<file path="config.mk">
export PLATFORM = sky130hd
export DESIGN_NAME = pla_cube_eval
export DESIGN_NICKNAME = d
export VERILOG_FILES = /design/src/rtl/pla_cube_eval.sv
export SDC_FILE = /design/constraint.sdc
export NUM_CORES = 1
export LEC_CHECK = 0
export CORE_ASPECT_RATIO = 0.9
export CORE_MARGIN = 3
export CORE_UTILIZATION = 35
export CTS_BUF_LIST = sky130_fd_sc_hd__clkbuf_8
export DETAILED_ROUTE_END_ITERATION = 8
export GPL_ROUTABILITY_DRIVEN = 0
export PLACE_DENSITY_LB_ADDON = 0.08
export SLEW_MARGIN = 20
export SYNTH_ARGS = -nofsm -noshare
export SYNTH_HDL_FRONTEND = slang
export SYNTH_SLANG_ARGS = --single-unit
</file>
<file path="constraint.sdc">
create_clock -name clk -period 1.2 [get_ports clk]
set_input_delay 0.24 -clock clk [delete_from_list [all_inputs] [get_ports clk]]
set_output_delay 0.24 -clock clk [all_outputs]
set_load 0.01 [all_outputs]
</file>
<file path="src/rtl/pla_cube_eval.sv">
// Sum-of-products evaluator over N_CUBES runtime-programmable cubes, streamed through a 2-stage valid/ready pipeline.
// Define PLA_CUBE_EVAL_HITCNT_EN to add a saturating hit_cnt output that counts hitting output handshakes.
module pla_cube_eval #(
    parameter int N_IN    = 14,
    parameter int N_CUBES = 4,
    parameter int IDX_W   = (N_CUBES > 1) ? $clog2(N_CUBES) : 1
) (
    input  logic             clk,
    input  logic             rst_n,
    input  logic             cfg_we,
    input  logic [IDX_W-1:0] cfg_idx,
    input  logic [N_IN-1:0]  cfg_care,
    input  logic [N_IN-1:0]  cfg_val,
    input  logic             cfg_en,
    input  logic             in_valid,
    output logic             in_ready,
    input  logic [N_IN-1:0]  in_x,
    output logic             out_valid,
    input  logic             out_ready,
    output logic             out_y,
    output logic             out_hit,
    output logic [IDX_W-1:0] out_idx
`ifdef PLA_CUBE_EVAL_HITCNT_EN
    ,
    output logic [31:0]      hit_cnt
`endif
);

    logic [N_IN-1:0]    care_q [N_CUBES];
    logic [N_IN-1:0]    val_q  [N_CUBES];
    logic [N_CUBES-1:0] en_q;
    logic               cfg_ok;

    logic [N_CUBES-1:0] match;
    logic               s1_valid;
    logic [N_CUBES-1:0] s1_match;
    logic               s1_load;
    logic               enc_hit;
    logic [IDX_W-1:0]   enc_idx;
    logic               s2_valid;
    logic               s2_y;
    logic [IDX_W-1:0]   s2_idx;
    logic               s2_load;

    // Out-of-range indices exist whenever N_CUBES is not a power of two.
    assign cfg_ok = cfg_we && (int'(cfg_idx) < N_CUBES);

    // NOTE: the cube store is cleared by reset on purpose; a reset mid-stream must leave no stale product terms behind.
    always_ff @(posedge clk or negedge rst_n) begin
        if (!rst_n) begin
            for (int k = 0; k < N_CUBES; k++) begin
                care_q[k] <= '0;
                val_q[k]  <= '0;
            end
            en_q <= '0;
        end else if (cfg_ok) begin
            care_q[cfg_idx] <= cfg_care;
            val_q[cfg_idx]  <= cfg_val;
            en_q[cfg_idx]   <= cfg_en;
        end
    end

    // NOTE: every always_comb output gets a default before any conditional logic, so no latch can be inferred.
    always_comb begin
        match = '0;
        for (int k = 0; k < N_CUBES; k++) begin
            match[k] = en_q[k] && (((in_x ~^ val_q[k]) & care_q[k]) == care_q[k]);
        end
    end

    assign s2_load  = !s2_valid || out_ready;
    assign in_ready = !s1_valid || s2_load;
    assign s1_load  = in_valid && in_ready;

    // NOTE: sequential state uses non-blocking assignments so every register samples pre-edge values.
    always_ff @(posedge clk or negedge rst_n) begin
        if (!rst_n) begin
            s1_valid <= 1'b0;
            s1_match <= '0;
        end else if (s1_load) begin
            s1_valid <= 1'b1;
            s1_match <= match;
        end else if (s2_load) begin
            s1_valid <= 1'b0;
        end
    end

    // Downward scan, so the lowest set bit is the last one written.
    always_comb begin
        enc_hit = |s1_match;
        enc_idx = '0;
        for (int k = N_CUBES - 1; k >= 0; k--) begin
            if (s1_match[k]) begin
                enc_idx = IDX_W'(k);
            end
        end
    end

    always_ff @(posedge clk or negedge rst_n) begin
        if (!rst_n) begin
            s2_valid <= 1'b0;
            s2_y     <= 1'b0;
            s2_idx   <= '0;
        end else if (s2_load) begin
            s2_valid <= s1_valid;
            s2_y     <= s1_valid && enc_hit;
            s2_idx   <= s1_valid ? enc_idx : '0;
        end
    end

    assign out_valid = s2_valid;
    assign out_y     = s2_y;
    assign out_hit   = s2_y;
    assign out_idx   = s2_idx;

`ifdef PLA_CUBE_EVAL_HITCNT_EN
    // A cube write clears the count and takes priority over a same-cycle increment.
    always_ff @(posedge clk or negedge rst_n) begin
        if (!rst_n) begin
            hit_cnt <= '0;
        end else if (cfg_ok) begin
            hit_cnt <= '0;
        end else if (s2_valid && out_ready && s2_y && (hit_cnt != 32'hFFFF_FFFF)) begin
            hit_cnt <= hit_cnt + 32'd1;
        end
    end
`else
    // Default build: no hit counter.
`endif

endmodule
</file>
# Word level (Yosys, flattened, before mapping)
# Cells that the tools add are included.
# W data, S select, Z words.
dict set report op_classes {
  bitwise_logic 9
  n_mux 14
  n_reduce_logical 14
  magnitude_cmp 4
  n_eq_ne 4
}
# cell count
set ops {}
lappend ops {{$bwmux W56} 2}
lappend ops {{$and A14 B14 Y14} 4}
lappend ops {{$eq A14 B14 Y1} 4}
lappend ops {{$xnor A14 B14 Y14} 4}
lappend ops {{$demux W14 S2} 1}
lappend ops {{$mux W14} 1}
lappend ops {{$mux W2} 5}
lappend ops {{$logic_and A1 B1 Y1} 8}
lappend ops {{$bwmux W4} 1}
lappend ops {{$reduce_or A4 Y1} 1}
lappend ops {{$ge A3 B3 Y1 const B} 1}
lappend ops {{$lt A2 B3 Y1 const B} 1}
lappend ops {{$lt A3 B1 Y1 const B} 1}
lappend ops {{$mux W1} 3}
lappend ops {{$not A2 Y3} 1}
lappend ops {{$demux W1 S2} 1}
lappend ops {{$ge A2 B1 Y1 const B} 1}
lappend ops {{$logic_not A1 Y1} 2}
lappend ops {{$logic_or A1 B1 Y1} 2}
lappend ops {{$reduce_bool A2 Y1} 1}
dict set report totals {
  in_bits 50
  register_bits 125
}

# Longest topological paths before layout
# Gate-level depths: netlist (run 1).
dict set report logic_depth {
  word_depth 6
  ltp_mapped 4
  depth_no_buf 4
}

# Worst setup path before layout (run 1)
# OpenSTA, ideal clock, no wires.
dict set report synth_path {
  kind {reg2reg}
  start {reg s2_valid, in the netlist out_valid}
  end {reg s1_match[2]}
  path_slack_ps -45
  synth_period_minus_slack_ps 1245
  arrival_time_ps 1150
  required_ps 1105
  stages_incl_launch_ff 5
  setup_time_ps 95
  path_cell_list {dfrtp_1 > nand3b_1 > and2_1 > nand3_1 > o32ai_2}
}
dict set report synth_via {
  elab_chain_cells 4
}
# element line_no
set synth_rtl {}
lappend synth_rtl {{start, declared} 40} ;# logic s2_valid;
lappend synth_rtl {{start signal, assigned} 105} ;# s2_valid <= s1_valid;
lappend synth_rtl {{$logic_not A1 Y1} 71} ;# assign s2_load = !s2_valid || out_ready;
lappend synth_rtl {{$logic_or A1 B1 Y1} 71}
lappend synth_rtl {{$logic_or A1 B1 Y1} 72} ;# assign in_ready = !s1_valid || s2_load;
lappend synth_rtl {{named net in_ready} 16} ;# output logic in_ready,
lappend synth_rtl {{$logic_and A1 B1 Y1} 73} ;# assign s1_load = in_valid && in_ready;
lappend synth_rtl {{end signal, assigned} 82} ;# s1_match <= match;
lappend synth_rtl {{end, declared} 36} ;# logic [N_CUBES-1:0] s1_match;
# The timed path passes the listed nets, and every way through them passes these cells.
# A chain may end at the register's enable or synchronous reset.

# Worst setup path in the final report (run 1)
dict set report layout_path {
  start {reg val_q[52] in the netlist's numbering}
  end {reg s1_match[0]}
}
dict set report layout_via {
  elab_chain_cells 4
}
# element line_no
set layout_rtl {}
lappend layout_rtl {{start, declared} 30} ;# logic [N_IN-1:0] val_q [N_CUBES];
lappend layout_rtl {{start signal, assigned by index} 58} ;# val_q[cfg_idx] <= cfg_val;
lappend layout_rtl {{$xnor A14 B14 Y14} 67} ;# match[k] = en_q[k] && (((in_x ~^ val_q[k]) & care_q[k]) == care_q[k]);
lappend layout_rtl {{$and A14 B14 Y14} 67}
lappend layout_rtl {{$eq A14 B14 Y1} 67}
lappend layout_rtl {{$logic_and A1 B1 Y1} 67}
# Every way passes these cells.

==> impl_summary.md, run 1 <==
Outcome
The checks that failed: negative setup slack. The flow ran to the end, but the final reports show violations.

STA
Static timing analysis puts the maximum clock frequency at 0.766 GHz. The final count of hold timing violations came to 0. For the pin with the worst max-slew slack, the measured transition is 291 ps.

The maximum clock skew at final layout is 8.47 ps. The relative max-transition margin is 80.3%. The final critical-path setup slack is -106 ps. The worst hold margin is 212 ps. The routed design could run at a clock period as short as 1310 ps. The number of endpoints failing setup at the final stage is 10. In the finished design, the share of the clock period the worst path needs comes to 109%. The number of pins exceeding their max-slew limit in the final report is 0. Setup repair after global routing could not meet its margin everywhere.

CTS
The maximum count of clock buffers along a single path is 2. The H-tree was split into 4 levels. The clock latency of the later-clocked register in the worst-skew pair is 430 ps. Clock-pin slew was measured on the worst setup and hold paths at 70 ps. TritonCTS built the clock tree.

The total number of clock tree sinks is 125. The cell sitting at the root of the clock tree is a sky130_fd_sc_hd__clkbuf_8. The total clock buffers created by CTS is 17.

Synth
The mean post-synth cell area is 14.9 um2. Summing the areas of all compound-gate instances in the mapped netlist gives 4.97% of the synthesized area. The cell area after technology mapping is 0.00564 mm2. The top cell type by area accounts for 55.5% of the synthesized area. Ranked by total cell area, the synthesized netlist is headed by sky130_fd_sc_hd__dfrtp_1 (55%), sky130_fd_sc_hd__mux2_2 (15%), sky130_fd_sc_hd__mux2_4 (11%). The fraction of synthesized cell area in xor and xnor cells is 8.70%. In the post-synthesis netlist, the cell with the most instances is sky130_fd_sc_hd__dfrtp_1. The arithmetic-cell share of the synthesized area counting full adders, half adders and majority gates is 0%. The number of different library cells used by synthesis comes to 26.

The dominant synthesized flop cell is sky130_fd_sc_hd__dfrtp_1. After technology mapping, the gate count stands at 378. The async set-or-reset flop fraction in the synthesized netlist is 100%. Synthesis produced a netlist with a net count of 428. Measured against the total synthesized area, the mux share comes to 25.8%. Yosys printed 0 warnings. By count the netlist is led by sky130_fd_sc_hd__dfrtp_1 (125), sky130_fd_sc_hd__mux2_2 (76), sky130_fd_sc_hd__xor2_1 (56), sky130_fd_sc_hd__mux2_4 (40), sky130_fd_sc_hd__a22oi_1 (28). The synthesized design contains 0 enable-type register cells.

The flip-flop and latch count after synthesis is 125. The share of the Yosys chip area taken by registers is 55.5%. After synthesis, the largest family of logic cells by area is multiplexers. The area share of and/or/nand/nor cells after synthesis is 2.91%. The cell taking the most area after synthesis is sky130_fd_sc_hd__dfrtp_1.

Critical path
The arrival time at the worst endpoint is 1650 ps. The worst register-to-register path has a depth of 5. The worst register-to-register path ends at s1_match[0]. The setup path with the least slack is of type reg -> reg.

The data required time of the worst path is 1540 ps. The critical path launch point type is a register. The critical path goes through xor2_1 > a22oi_1 > buf_4 > nand4_1 > o31ai_2. On the critical path the largest part of the delay comes from flip-flops. The critical path endpoint category is a register. The internal reg-to-reg setup slack is -110 ps. Along the worst path, the maximum fanout reaches 2.

The launch point of the worst reg-to-reg path is val_q[52]. Together, buffers and inverters on the worst path number 1. The library cell contributing the largest single delay on the critical path is sky130_fd_sc_hd__dfrtp_1. The biggest cell delay along the critical path is 400 ps.

Global routing
For this run, the total global-route usage over all layers was measured as 14.9%. The initial antenna violation count is 0. The total overflow left after global routing is 0. The via count of the first global-routing pass is 3510.

The pin count of the biggest net entering global routing is 45. The first global-routing pass estimated 20300 um of wire.

Floorplan
For this configuration, the core starts out at a cell density of 36.1%. The die covers 0.0177 mm2. The vertical extent of the die is 126 um.

The total core area is 0.0156 mm2. Row generation in the floorplan step produced 43 rows. The horizontal die dimension is 140 um. The I/O pin count is 56.

Finish
Fill cells in the final layout number 1425. The sequential cell area is 0.00313 mm2. Compared with the post-synthesis result, the final layout area differs by 26.2%.

The post-route netlist has 41.4% of its cells at a drive strength greater than 1. The repair_antennas step left the layout with diodes totalling 0. The total area of multi-input combinational cells is 0.00247 mm2. The layout net count is 518.

Route
Summing over every cut layer, the via total after detailed routing is 3288. The post-detailed-route via-to-cell ratio is 4.81. Once detail routing completed, the nets flagged for antenna violations numbered 0.

The first TritonRoute pass finished after 4 iterations. The routed length per instance is 18.3 um. In this run, the number of DRC markers left after iteration 0 of detailed routing was 106. After detailed routing, the number of remaining DRC violations is 0. The final layout contains routed wiring with a total length of 12500 um.

Run
The max-cap violation count is 0.

Min path
The worst hold path class is in -> async.

Power
In this run the power density over the cells is 1580 mW/mm2. The total leakage power is 3.18 nW. IR analysis of the VDD net gives a maximum drop of 0.804 mV.

Placement
In this run the tool buffered the top-level ports with 55 buffer cells. Summed over all nets, the half-perimeter wirelength after detailed placement is 8460 um. Before CTS, the worst setup slack after placement is -652 ps.
[routing by layer]
metal | part of all wire [%] | GRT usage [%] | wire length, um | up-vias
li1 | - | - | - | 1535
met1 | 50 | 21.3 | 6180 | 1693
met2 | 46 | 22.0 | 5760 | 49
met3 | 3.2 | 4.41 | 395 | 11
met4 | 1.1 | 4.44 | 132 | 0
met5 | 0 | 0 | 0 | -
[placed cells by master, fill, tap and decap left out, types with 3 or more instances in the layout]
cell                              instances
sky130_fd_sc_hd__a22oi_1                 20
sky130_fd_sc_hd__a22oi_2                  8
sky130_fd_sc_hd__buf_12                   8
sky130_fd_sc_hd__buf_2                    4
sky130_fd_sc_hd__buf_4                   18
sky130_fd_sc_hd__buf_6                    3
sky130_fd_sc_hd__clkbuf_8                20
sky130_fd_sc_hd__clkdlybuf4s50_1         41
sky130_fd_sc_hd__clkinv_2                 6
sky130_fd_sc_hd__dfrtp_1                125
sky130_fd_sc_hd__dlygate4sd2_1            6
sky130_fd_sc_hd__mux2_2                  76
sky130_fd_sc_hd__mux2_4                  40
sky130_fd_sc_hd__nand2_1                 11
sky130_fd_sc_hd__nand3_1                  3
sky130_fd_sc_hd__nand3b_1                 3
sky130_fd_sc_hd__nand4_1                  4
sky130_fd_sc_hd__o31ai_1                  3
sky130_fd_sc_hd__xor2_1                  55
[how the worst max path moves through the flow]
| stage | start | endpoint | cells past startpoint |
|---|---|---|---|
| detailed placement | in_x[5] | s1_match[1] | 6 |
| global route | val_q[52] | s1_match[0] | 5 |
| floorplan | out_valid | s1_match[2] | 4 |
| finish | val_q[52] | s1_match[0] | 5 |
| global placement | in_x[10] | s1_match[2] | 5 |
| CTS | out_valid | in_ready | 2 |
[state kept, by name, summed over array words and instances (netlist names)]
signal     count
care_q        56
out_valid      1
val_q         56
en_q           4
out_idx        2
s1_match       4
s1_valid       1
out_hit        1
[logic make-up (layout without fill, tap and decap cells)]
| kind of cell | after synthesis | in the layout |
|---|---|---|
| and+or+nand+nor | 30 | 30 |
| muxes | 116 | 116 |
| buffers and inverters | 14 | 117 |
| AOI/OAI and AO/OA | 37 | 37 |
| DFF | 125 | 125 |
| xor gates and xnor gates | 56 | 56 |
[per-stage QoR]
| stage | TNS [ps] | instance area [um2] | power, mW | utilization [%] | instances |
|---|---|---|---|---|---|
| 5_1_grt | -1330 | 7120 | 11.9 | 45.6 | 683 |
| 3_5_place_dp | -62700 | 6620 | 7.82 | 42.4 | 645 |
| 6_report | -575 | 7120 | 11.2 | 45.6 | 683 |
| 3_3_place_gp | -61550 | 6620 | 7.79 | 42.4 | 645 |
| 4_1_cts | -886 | 7040 | 11.4 | 45.1 | 682 |
| 2_1_floorplan | 0 | 5650 | 6.88 | - | 378 |
[area by class of cell]
| class | count | area share [%] |
|---|---|---|
| Sequential cell | 125 | 44.0 |
| Multi-Input combinational cell | 239 | 34.7 |
| Timing Repair Buffer | 84 | 12.5 |
| Clock buffer | 20 | 3.87 |
| Tap cell | 202 | 3.55 |
| Clock inverter | 12 | 1.35 |
| Inverter | 1 | 0.0528 |
[worst reg2reg max path: cells and delay by family, from the launching register on]
kind | cells | cell delay, ps
flip-flops | 1 | 400
AO/OA/AOI/OAI | 2 | 380
XOR/XNOR | 1 | 160
buffers and inverters | 1 | 150
AND/OR/NAND/NOR | 1 | 120
[where the power goes]
group          switching (mW)  internal [mW]
registers               0.500           4.98
clock network            1.65           1.78
logic                   0.930           1.41
[timing repair]
action | in CTS | in global routing
pin swaps | 15 | 11
buffers inserted | 4 | 0
hold buffers | 1 | 0
cloned | 1 | 1
hold endpoints to repair | 125 | 0
gates resized for setup | 37 | 9
endpoints found under the setup margin | 98 | 15
Note: power is estimated with default switching activity, not from simulation.
==> run 2, diff against run 1 <==
--- a/config.mk
+++ b/config.mk
@@ -7,10 +7,11 @@
 export LEC_CHECK = 0
 export CORE_ASPECT_RATIO = 0.9
 export CORE_MARGIN = 3
-export CORE_UTILIZATION = 35
+export CORE_UTILIZATION = 53
 export CTS_BUF_LIST = sky130_fd_sc_hd__clkbuf_8
 export DETAILED_ROUTE_END_ITERATION = 8
 export GPL_ROUTABILITY_DRIVEN = 0
+export MAX_ROUTING_LAYER = met4
 export PLACE_DENSITY_LB_ADDON = 0.08
 export SLEW_MARGIN = 20
 export SYNTH_ARGS = -nofsm -noshare
==> run 2 against run 1 <==
Effect of this change:
- clock skew up 0.50 ps
- via count rose by 0.21%
- global-route usage grew 7.1 points
- the flow still finishes with violations (negative setup slack)
- register-to-register slack better by 40 ps
- largest power group unchanged
- setup slack lost 2.6 ps
==> impl_summary.md, run 2 (synthesized netlist as in run 1, its figures left out) <==
Critical path
The critical path launch point type is a register. Counting buffers and inverters, the worst setup path is 2 cells deep. The biggest cell delay along the critical path is 390 ps. The arrival time at the worst endpoint is 1070 ps. The data required time of the worst path is 960 ps. Counting cells, the worst reg-to-reg path comes to 4.

The worst setup path is captured at a primary output. The setup path with the least slack is of type reg -> out. Together, buffers and inverters on the worst path number 1. The signal on the critical path passes through nand3b_1 > buf_2. The family of cells with the greatest summed delay on the critical path is flip-flops. The slowest stage of the critical path is the sky130_fd_sc_hd__dfrtp_1 cell.

Of all nets on the critical path, the largest fanout is 3.

Finish
After filler insertion, the fill cell instance count of the layout stands at 732. The commonest non-fill, non-tap cell in the layout is sky130_fd_sc_hd__dfrtp_1. After the last flow step, the layout net total stands at 517. The largest registers in the layout are care_q x56, val_q x56. Cells with a size suffix above 1 make up 42.9% of the layout. The utilization after layout is 69.8%. The area growth from synthesis to layout is 27.4%. The number of antenna cells inserted is 0.

Leaving out fill and tap cells, the most frequent cells in the layout are sky130_fd_sc_hd__dfrtp_1 (125), sky130_fd_sc_hd__mux2_2 (76), sky130_fd_sc_hd__xor2_1 (56), sky130_fd_sc_hd__clkdlybuf4s50_1 (44), sky130_fd_sc_hd__mux2_4 (40). Once layout is done, the placed cells without fillers occupy 0.00718 mm2.

Global routing
The wire length of the first global-routing pass is 19200 um. The via count of the first global-routing pass was 3534. Global routing finished with a remaining overflow of 0.

The initial antenna violation count is 0. The total track usage is 22.0%. Entering global routing, the biggest net connects 49 pins.

CTS
In this run, CTS created clock tree buffers numbering 17. The total number of clock tree sinks is 125. Counting along the longest clock path gives a buffer depth of 2. The H-tree was split into 4 levels. After clock tree synthesis, the clock-pin slew on the worst setup and hold paths is 80 ps. The tree is rooted in a sky130_fd_sc_hd__clkbuf_8. The TritonCTS clock tree is yes. The clock latency of the later-clocked register in the worst-skew pair is 420 ps.

Route
The detail route stage leaves a number of antenna-violating nets equal to 0. The routed length per instance is 19.4 um. The final layout contains routed wiring with a total length of 11800 um. The final route contains 3295 vias. The total iterations of the first detailed-routing run is 4.

Dividing the detail-routed via count by the number of cells gives 5.41. After the first detailed-routing iteration, the DRC count stood at 144. In the routed design, unresolved DRC markers number 0.

STA
The number of pins exceeding their max-slew limit in the final report came to 0. For the pin with the worst max-slew slack, the measured transition is 291 ps. After layout, the minimum clock period comes to 1310 ps. Between clock sinks in the finished design, the worst skew comes to 8.97 ps. The final critical-path setup slack is -108 ps.

Hold is met by 223 ps. Derived from the worst setup path, the maximum achievable clock frequency is 0.764 GHz. The final count of hold timing violations was 0. The final total negative setup slack is -388 ps. Setup repair after global routing could not meet its margin everywhere. In this run the tightest slew margin relative to its limit is 80.3%. The number of endpoints failing setup at the final stage is 6. The period utilization is 109%.

Floorplan
The die covers 0.0119 mm2. From left edge to right edge, the die measures 115 um. Row generation in the floorplan step produced 35 rows. The I/O pin count is 56. The initial utilization of the core area, before any placement, comes to 54.8%.

Measured along the y axis, the die boundary spans 104 um. The core region is 0.0103 mm2.

Power
Internal power comes to 9.12 mW. IR analysis of the VDD net gives a maximum drop of 1.34 mV. Per report_power, the clock group accounts for 35.4% of the total.

For this design the static power due to leakage is 3.24 nW. The fraction of power consumed by sequential logic is 45.1%. For this design the ratio of total power to cell area is 1700 mW/mm2. The net load switching power is 3.08 mW. Combinational logic burns 19.4% of the power. The share of total power consumed by net switching is 25.3%.

Placement
Once placement finished, the instance area stood at 0.00652 mm2. In this run the tool buffered the top-level ports with 55 buffer cells. The HPWL after detailed placement is 8050 um.

Outcome
The final reports fail on negative setup slack. The run finished, with violations left.

Run
The tool flagged a number of max-cap violations equal to 0.

Min path
The worst hold path class is in -> async.
[run 2: cell count changes in the layout (fill, tap and decap cells not counted), sizes merged, moves of 2 or more]
| cell | delta |
|---|---|
| dlygate4sd2 | -4 |
| bufinv | +5 |
| clkbuf | -2 |
| clkinv | -3 |
| clkdlybuf4s50 | +3 |
[run 2: worst paths after layout]
| path | end | startpoint | slack, ps |
|---|---|---|---|
| max | in_ready | out_valid | -110 |
| max in group asynchronous | val_q[24] | rst_n | 460 |
| min in group clk | s1_valid | in_valid | 470 |
| min | val_q[4] | rst_n | 220 |
| min reg2reg | care_q[12] | care_q[12] | 510 |
| max reg2reg | s1_match[0] | val_q[46] | -70 |
[run 2: routing by layer]
layer	wire, um	vias to the layer above	global-route usage [%]
li1	-	1534	-
met1	5470	1694	29.5
met2	5710	59	32.8
met3	491	8	6.78
met4	133	0	5.78
met5	0	-	-
[run 2: final cells by class]
| class | instances | area [um2] | area share, % |
|---|---|---|---|
| Clock buffer | 18 | 248 | 3.45 |
| Clock inverter | 14 | 224 | 3.12 |
| Inverter | 1 | 3.75 | 0.0523 |
| Multi-Input combinational cell | 239 | 2510 | 35.0 |
| Sequential cell | 125 | 3130 | 43.5 |
| Tap cell | 129 | 161 | 2.25 |
| Timing Repair Buffer | 83 | 903 | 12.6 |
[run 2: per-stage QoR]
stage,setup slack [ps],std cells,power (mW)
2_1_floorplan,3.25,378,6.88
6_report,-108,609,12.2
3_3_place_gp,-640,570,7.69
5_1_grt,-176,609,12.8
3_5_place_dp,-623,570,7.78
4_1_cts,-149,608,12.2
[run 2: power by group through the flow]
stage                     combinational (mW)  sequential (mW)  clock [mW]
after floorplan                         1.47             5.40           0
after global placement                  2.18             5.51           0
after detailed placement                2.25             5.53           0
after CTS                               2.35             5.49        4.40
after global routing                    2.59             5.59        4.61
final                                   2.37             5.51        4.32
[run 2: repair_timing]
action | CTS | global route
hold buffers | 1 | 0
resized for setup | 44 | 9
pin swaps | 21 | 2
gates cloned | 2 | 0
setup endpoints to repair | 121 | 15
hold endpoints to repair | 125 | 0
setup buffers | 3 | 1
